==> src/rtl/uart_rx_param.sv <==
// Parametrised UART receiver: 16x oversampling, 3-sample majority vote, optional parity, 1/2 stop bits.
// Define UART_RX_BREAK_DET_EN to compile in break detection and the BRK_WAIT re-arm state.
`timescale 1ns/1ps
module uart_rx_param #(
   parameter int CLOCK_FREQ = 50_000_000,
   parameter int BAUD       = 115200,
   parameter int OVERSAMPLE = 16,
   parameter int OS_DIV     = CLOCK_FREQ / (BAUD * OVERSAMPLE) - 1,
   parameter int DATA_BITS  = 8,
   parameter int PARITY     = 0,
   parameter int STOP_BITS  = 1
) (
   input  logic                 Clk,
   input  logic                 Reset_n,
   input  logic                 uart_rx,
   output logic                 Rx_Done,
   output logic [DATA_BITS-1:0] Rx_Data,
   output logic                 Frame_Error,
   output logic                 Parity_Error,
   output logic                 Break_Det
);

   localparam int PW = (OS_DIV < 1) ? 1 : $clog2(OS_DIV + 1);
   localparam int SW = $clog2(OVERSAMPLE);
   localparam int BW = $clog2(DATA_BITS);
   localparam logic [PW-1:0] PRESC_TC = PW'(OS_DIV);
   localparam logic [SW-1:0] SAMP_A   = SW'(OVERSAMPLE / 2 - 1);
   localparam logic [SW-1:0] SAMP_B   = SW'(OVERSAMPLE / 2);
   localparam logic [SW-1:0] SAMP_C   = SW'(OVERSAMPLE / 2 + 1);
   localparam logic [SW-1:0] S_LAST   = SW'(OVERSAMPLE - 1);
   localparam logic [BW-1:0] LAST_BIT = BW'(DATA_BITS - 1);

`ifdef UART_RX_BREAK_DET_EN
   typedef enum logic [2:0] {S_IDLE, S_START, S_DATA, S_PAR, S_STOP, S_BRK_WAIT} state_t;
`else
   typedef enum logic [2:0] {S_IDLE, S_START, S_DATA, S_PAR, S_STOP} state_t;
`endif

   state_t               state_q, state_d;
   logic                 sync1_q, sync1_d, sync2_q, sync2_d, hist_q, hist_d;
   logic [PW-1:0]        presc_q, presc_d;
   logic [SW-1:0]        scnt_q, scnt_d;
   logic [BW-1:0]        bit_cnt_q, bit_cnt_d;
   logic                 stop_idx_q, stop_idx_d;
   logic                 s0_q, s0_d, s1_q, s1_d;
   logic [DATA_BITS-1:0] shift_q, shift_d;
   logic                 ferr_q, ferr_d, perr_q, perr_d;
   logic                 rx_done_q, rx_done_d;
   logic [DATA_BITS-1:0] rx_data_q, rx_data_d;
   logic                 frame_err_q, frame_err_d, parity_err_q, parity_err_d;
   logic                 tick, fall, samp_a, samp_b, decide, bit_end, vote, exp_par, final_stop;
`ifdef UART_RX_BREAK_DET_EN
   logic                 brk_q, brk_d, par_bit_q, par_bit_d, break_q, break_d;
   logic                 brk_now, brk_fin;
`endif

   assign tick       = (presc_q == PRESC_TC);
   assign fall       = !sync2_q && hist_q;
   assign samp_a     = tick && (scnt_q == SAMP_A);
   assign samp_b     = tick && (scnt_q == SAMP_B);
   assign decide     = tick && (scnt_q == SAMP_C);
   assign bit_end    = tick && (scnt_q == S_LAST);
   // Third sample is the live synchronised line, so the vote is ready on the deciding tick.
   assign vote       = (s0_q & s1_q) | (s0_q & sync2_q) | (s1_q & sync2_q);
   assign exp_par    = (^shift_q) ^ (PARITY == 1);
   assign final_stop = (STOP_BITS == 1) || stop_idx_q;
`ifdef UART_RX_BREAK_DET_EN
   assign brk_now    = (shift_q == '0) && ((PARITY == 0) || !par_bit_q) && !vote;
   assign brk_fin    = stop_idx_q ? brk_q : brk_now;
`endif

   always_comb begin
      sync1_d      = uart_rx;
      sync2_d      = sync1_q;
      hist_d       = sync2_q;
      presc_d      = tick ? '0 : presc_q + PW'(1);
      state_d      = state_q;
      scnt_d       = scnt_q;
      bit_cnt_d    = bit_cnt_q;
      stop_idx_d   = stop_idx_q;
      s0_d         = samp_a ? sync2_q : s0_q;
      s1_d         = samp_b ? sync2_q : s1_q;
      shift_d      = shift_q;
      ferr_d       = ferr_q;
      perr_d       = perr_q;
      rx_done_d    = 1'b0;
      rx_data_d    = rx_data_q;
      frame_err_d  = frame_err_q;
      parity_err_d = parity_err_q;
`ifdef UART_RX_BREAK_DET_EN
      brk_d        = brk_q;
      par_bit_d    = par_bit_q;
      break_d      = 1'b0;
`endif
      if (tick && state_q != S_IDLE)
         scnt_d = bit_end ? '0 : scnt_q + SW'(1);

      case (state_q)
         S_IDLE: begin
            if (fall) begin
               state_d = S_START;
               presc_d = '0;
               scnt_d  = '0;
            end
         end
         S_START: begin
            if (decide && vote) begin
               state_d = S_IDLE;
            end else if (bit_end) begin
               state_d   = S_DATA;
               bit_cnt_d = '0;
               ferr_d    = 1'b0;
               perr_d    = 1'b0;
            end
         end
         S_DATA: begin
            if (decide)
               shift_d = {vote, shift_q[DATA_BITS-1:1]};
            if (bit_end) begin
               stop_idx_d = 1'b0;
               if (bit_cnt_q == LAST_BIT)
                  state_d = (PARITY != 0) ? S_PAR : S_STOP;
               else
                  bit_cnt_d = bit_cnt_q + BW'(1);
            end
         end
         S_PAR: begin
            if (decide) begin
               perr_d = (vote != exp_par);
`ifdef UART_RX_BREAK_DET_EN
               par_bit_d = vote;
`endif
            end
            if (bit_end)
               state_d = S_STOP;
         end
         S_STOP: begin
            if (decide) begin
               // Final stop decision completes the frame mid-bit so back-to-back frames are caught.
               if (final_stop) begin
                  rx_done_d    = 1'b1;
                  rx_data_d    = shift_q;
                  frame_err_d  = ferr_q | !vote;
                  parity_err_d = perr_q;
                  scnt_d       = '0;
`ifdef UART_RX_BREAK_DET_EN
                  break_d      = brk_fin;
                  state_d      = brk_fin ? S_BRK_WAIT : S_IDLE;
`else
                  state_d      = S_IDLE;
`endif
               end else begin
                  ferr_d = ferr_q | !vote;
`ifdef UART_RX_BREAK_DET_EN
                  brk_d  = brk_now;
`endif
               end
            end
            if (bit_end)
               stop_idx_d = 1'b1;
         end
`ifdef UART_RX_BREAK_DET_EN
         S_BRK_WAIT: begin
            // Re-arm only after a full bit time of continuous idle-high ticks.
            if (tick) begin
               if (!sync2_q) begin
                  scnt_d = '0;
               end else if (scnt_q == S_LAST) begin
                  state_d = S_IDLE;
                  scnt_d  = '0;
               end
            end
         end
`endif
         default: state_d = S_IDLE;
      endcase
   end

   always_ff @(posedge Clk or negedge Reset_n) begin
      if (!Reset_n) begin
         state_q      <= S_IDLE;
         sync1_q      <= 1'b1;
         sync2_q      <= 1'b1;
         hist_q       <= 1'b1;
         presc_q      <= '0;
         scnt_q       <= '0;
         bit_cnt_q    <= '0;
         stop_idx_q   <= 1'b0;
         s0_q         <= 1'b0;
         s1_q         <= 1'b0;
         shift_q      <= '0;
         ferr_q       <= 1'b0;
         perr_q       <= 1'b0;
         rx_done_q    <= 1'b0;
         rx_data_q    <= '0;
         frame_err_q  <= 1'b0;
         parity_err_q <= 1'b0;
      end else begin
         state_q      <= state_d;
         sync1_q      <= sync1_d;
         sync2_q      <= sync2_d;
         hist_q       <= hist_d;
         presc_q      <= presc_d;
         scnt_q       <= scnt_d;
         bit_cnt_q    <= bit_cnt_d;
         stop_idx_q   <= stop_idx_d;
         s0_q         <= s0_d;
         s1_q         <= s1_d;
         shift_q      <= shift_d;
         ferr_q       <= ferr_d;
         perr_q       <= perr_d;
         rx_done_q    <= rx_done_d;
         rx_data_q    <= rx_data_d;
         frame_err_q  <= frame_err_d;
         parity_err_q <= parity_err_d;
      end
   end

`ifdef UART_RX_BREAK_DET_EN
   always_ff @(posedge Clk or negedge Reset_n) begin
      if (!Reset_n) begin
         brk_q     <= 1'b0;
         par_bit_q <= 1'b0;
         break_q   <= 1'b0;
      end else begin
         brk_q     <= brk_d;
         par_bit_q <= par_bit_d;
         break_q   <= break_d;
      end
   end
   assign Break_Det = break_q;
`else
   assign Break_Det = 1'b0;
`endif

   assign Rx_Done      = rx_done_q;
   assign Rx_Data      = rx_data_q;
   assign Frame_Error  = frame_err_q;
   assign Parity_Error = parity_err_q;

endmodule

==> config.mk <==
export PLATFORM = sky130hd
export DESIGN_NAME = uart_rx_param
export DESIGN_NICKNAME = d
export VERILOG_FILES = /design/src/rtl/uart_rx_param.sv
export SDC_FILE = /design/constraint.sdc
export NUM_CORES = 1
export LEC_CHECK = 0
export CORE_MARGIN = 2
export CORE_UTILIZATION = 51
export DETAILED_ROUTE_END_ITERATION = 7
export PLACE_DENSITY_LB_ADDON = 0.15
export SETUP_SLACK_MARGIN = 0.2
export SYNTH_ARGS = -nofsm -noshare
export SYNTH_HDL_FRONTEND = slang
export SYNTH_SLANG_ARGS = --single-unit
==> constraint.sdc <==
create_clock -name Clk -period 2.21 [get_ports Clk]
set_input_delay 0.442 -clock Clk [delete_from_list [all_inputs] [get_ports Clk]]
set_output_delay 0.442 -clock Clk [all_outputs]
set_load 0.005 [all_outputs]
[Word level (Yosys, flattened, before mapping)]
Index checks and enable logic that the tools add are counted.
Cells by class
  add/subtract/negate cells: 3
  eq/ne operators: 21
  muxes and demuxes: 27
  bitwise operators: 5
  reductions and logical operators: 19
Operators by type and width (number)
  3-bit 2-to-1 mux: 11
  2-bit != test, second input constant: 9
  4-bit 2-to-1 mux: 4
  5-bit 2-to-1 mux: 3
  3-bit one-hot mux with 5 select lines: 1
  4-bit == test, second input constant: 3
  4-bit one-hot mux with 2 select lines: 1
  8-bit parity: 1
  1-bit logical AND: 7
  3-bit by 2-bit == test with 1-bit output, second input constant: 2
  3-bit == test, second input constant: 2
  3-bit one-hot mux with 2 select lines: 1
  6-bit AND reduction: 1
  5-bit by 1-bit adder with 5-bit output, second input constant: 1
  5-bit == test, second input constant: 1
  1-bit 2-to-1 mux: 5
  5-bit AND reduction: 1
  4-bit by 1-bit adder with 4-bit output, second input constant: 1
  4-bit by 3-bit == test with 1-bit output, second input constant: 1
  2-bit AND reduction: 2
  4-bit AND reduction: 1
  2-bit nonzero test: 2
  3-bit by 1-bit adder with 3-bit output, second input constant: 1
  1-bit AND: 3
  other kinds (8): 10
Storage, ports and cells
  register bits: 40
  input bits: 3
  output and inout bits: 12
  logic and storage cells: 90

[Depth between registers and ports, before layout]
  depth after elaboration: 6
  gate-level depth with buffers: 7
  gate-level depth less buffers: 6

[Worst setup path before layout]
Ideal clock, no wire load.
  path type: register -> register
  from: register presc_q[0]
  to: register bit_cnt_q[0]
  setup time: 0.125 ns
  arrival: 1.689 ns
  data required time: 2.085 ns
  setup slack: 0.396 ns
  cell stages (with the launch flop): 7
  buffers on the path: 0
  period minus slack after synthesis: 1.814 ns
  path through: dfrtp_1 inv_1 ha_1 and4b_2 nand4_1 or3_4 mux2_4
On the way
  longest elaborated chain between the ends: 5
  elaborated cells on any way between the ends: 8
  classes of those cells: 4 x eq/ne; 4 x reduce/logical
RTL lines
  from (decl): line 41  | logic [PW-1:0] presc_q, presc_d;
  from (signal assigned): line 203  | presc_q <= presc_d;
  5-bit == test *: line 57  | assign tick = (presc_q == PRESC_TC);
  1-bit logical AND: line 61  | assign decide = tick && (scnt_q == SAMP_C);
  1-bit logical AND: line 107  | if (decide && vote) begin
  2-bit != test (no source line)
  5-bit AND reduction (no source line) *
  to (signal assigned): line 205  | bit_cnt_q <= bit_cnt_d;
  to (decl): line 43  | logic [BW-1:0] bit_cnt_q, bit_cnt_d;
Mark *: on every way between the ends. The rest lies on a longest branch, timed or not.
A chain may end at the register's enable or synchronous reset.

[Final worst setup path]
Ends and elaborated chain as after synthesis.

==> results by group <==
STA
  – RSZ-0062 raised after global routing: no
  – FMAX: 521 MHz
  – Slew Limit Fails: 0
  – Worst-margin pin slew: 0.855 ns
  – Skew final: 0.00781 ns
  – Post-route minimum period: 1.92 ns
  – Hold Vio Cnt, Final: 0
  – Period utilisation layout: 0.869
  – Setup violators final: 0
  – Worst slew margin: 0.430
  – Total negative slack: 0 ns

Detailed routing
  – M1 WL: 1360 um
  – Routed WL per cell: 13.8 um
  – Via density: 5.36
  – Met3 WL: 118 um
  – Drt initial violations: 24
  – Remaining antenna violation count: 0
  – Pre-Repair DR Iteration Count: 4
  – Via count: 1185
  – Top routing layer used: met4
  – Routed met2 length: 1520 um
  – DRC: 0
  – Final Routed Wirelength: 3050 um

Synthesis
  – Seq/Total Area, Yosys: 0.535
  – Post-synthesis xor/xnor area fraction: 0.0680
  – Simple-gate share of the synthesized area: 0.134
  – Synth cell types: 35
  – Primary FF master, synth: dfrtp_1
  – Syn Inst Count: 155
  – Largest family of logic cells by synthesized area: multiplexers
  – Async set-reset flop share out of synthesis: 1.00
  – Multiplexer share of the synthesized area: 0.138
  – Syn. warnings: 0
  – Synthesized area: 1880 sq um
  – Synth Area in Compound Gates: 0.0413
  – Post-Synth Adder-Cell Area: 0.0520
  – Syn_area_per_cell: 12.1 sq um
  – Synthesized Nets: 165
  – Post-synth EDFFs: 0
  – #FFs+latches synth: 40

Cells and area
  – Nets: 182
  – FILL cells: 290
  – Antenna diodes: 0
  – Commonest non-fill, non-tap cells in the layout: 37 x dfrtp_1, 19 x mux2_2, 12 x clkdlybuf4s50_1
  – Most common cell after layout, fill and taps aside: dfrtp_1
  – Layout cells sized above 1: 0.225
  – P&R area growth vs syn: 15.6%

Floorplan
  – Die area: 4180 sq um
  – Die width: 64.7 um
  – Die height: 64.7 um
  – Initial Utilization: 0.521
  – Core area: 3610 sq um
  – Rows: 22
  – I/O pins: 15

Power and ir drop
  – Total power: 0.00171 W
  – PwrDens: 790 nW/um^2
  – Max VDD drop: 0.000549 V
  – Static leakage: 1.02 nW

GRT
  – Grt ovf: 0
  – Largest net degree at the start of global routing: 41
  – Initial antenna violation count: 0
  – GRT Resource Usage Total: 0.178
  – First-pass GRT wire length: 5430 um
  – Vias in the first global route: 1182

Setup path
  – Worst-path fanout max: 4
  – Required time of the critical path: 2.39 ns
  – Critical path class: reg -> reg
  – CP Data Arrival Time: 2.10 ns
  – CP Capture Type: flop
  – Startpoint types: flop

CTS
  – H-tree levels: 2
  – Worst-Skew Late Latency: 0.29 ns
  – Clock root cell: clkbuf_8
  – Post-CTS setup repair buffer count: 0
  – CTS clk-pin slew, worst paths: 0.08 ns
  – Clk buf depth: 2
  – Sink Count: 40
  – Total CTS buffers: 5
  – TritonCTS clock tree: built

Placed design
  – Detailed placement HPWL: 2210 um
  – RD Place Congestion: 0.875
  – PortBufs: 13

Hold path
  – Worst Hold Class: in -> async

Job
  – Max Cap Viol: 0

Outcome
  – Outcome: finished clean
-- layout make-up --
class / instances / area [sq um] / share of cell area
clock buffers: 6 / 82.6 / 0.0380
clock inverters: 2 / 38.8 / 0.0179
inverters: 6 / 22.5 / 0.0104
multi-input cells: 104 / 822 / 0.379
flip-flops and latches: 40 / 1000 / 0.463
well taps: 48 / 60.1 / 0.0277
repair buffers: 15 / 140 / 0.0646
-- power breakdown --
group,switching (W),internal [W]
clock network,0.000246,0.000369
logic,0.000125,0.000104
registers,0.0000726,0.000799
-- Yosys cell counts (2+ instances only) --
master / instances / area, sq um
dfstp_2: 3 / 78.8
buf_2: 3 / 15.0
nand3b_1: 2 / 15.0
nor3b_1: 3 / 22.5
o31ai_1: 2 / 15.0
nand4_1: 2 / 12.5
nor2_1: 11 / 41.3
nand2b_1: 3 / 18.8
dfrtp_1: 37 / 926
xor2_1: 2 / 17.5
o21ai_0: 5 / 25.0
nand3_1: 4 / 20.0
a21oi_1: 4 / 20.0
nor3_1: 4 / 20.0
inv_1: 6 / 22.5
xnor2_1: 10 / 87.6
mux2i_1: 3 / 30.0
mux2_2: 19 / 214
nand2_1: 10 / 37.5
ha_1: 7 / 87.6
-- critical path: stages, from the launching register on --
cell	delay, ns
dfrtp_1	0.41
inv_1	0.08
ha_1	0.16
and4b_2	0.28
nand4_1	0.17
or3_4	0.40
mux2_4	0.31
-- timing repair --
item	in CTS	in global routing
hold endpoints to repair	0	0
hold buffers	0	0
endpoints found under the setup margin	0	9
gates resized for setup	0	1
-- worst paths after layout --
path | startpoint | endpoint | slack, ns | cells past startpoint
max | presc_q[0] | bit_cnt_q[0] | 0.29 | 6
min | Reset_n | Rx_Data[3] | 0.25 | 1
max reg2reg | presc_q[0] | bit_cnt_q[0] | 0.29 | 6
min in group Clk | sync1_q | hist_d | 0.36 | 0
max in group asynchronous | Reset_n | presc_q[0] | 1.41 | 1
min reg2reg | sync1_q | hist_d | 0.36 | 0
-- per-layer routing --
metal,global-route usage,vias up
li1,-,565
met1,0.204,589
met2,0.289,26
met3,0.0625,5
met4,0.104,0
met5,0,-
-- sequential cells by signal, summed over array words and instances (netlist names), 3 cells and up --
signal / cells
Rx_Data: 8
bit_cnt_q: 3
presc_q: 5
scnt_q: 4
shift_q: 8
state_q: 3
-- cells by family (layout without fill, tap and decap cells) --
family	after synthesis	after routing
multiplexers	23	23
other	1	1
AO/OA/AOI/OAI	13	13
AND/OR/NAND/NOR	46	46
buffers and inverters	11	29
XOR/XNOR	13	13
flip-flops	40	40
adder cells (fa/ha/maj)	8	8
-- per-stage QoR --
stage	utilization	instance area, sq um	instances	hold WS, ns	worst slack [ns]
final	0.602	2170	221	0.252	0.289
after CTS	0.601	2170	221	0.273	0.227
after global placement	0.567	2040	213	0.349	0.309
after global routing	0.602	2170	221	0.301	0.201
after detailed placement	0.567	2040	213	0.352	0.232
after floorplan	-	1880	155	0.146	0.396
Note: power is estimated with default switching activity, not from simulation.
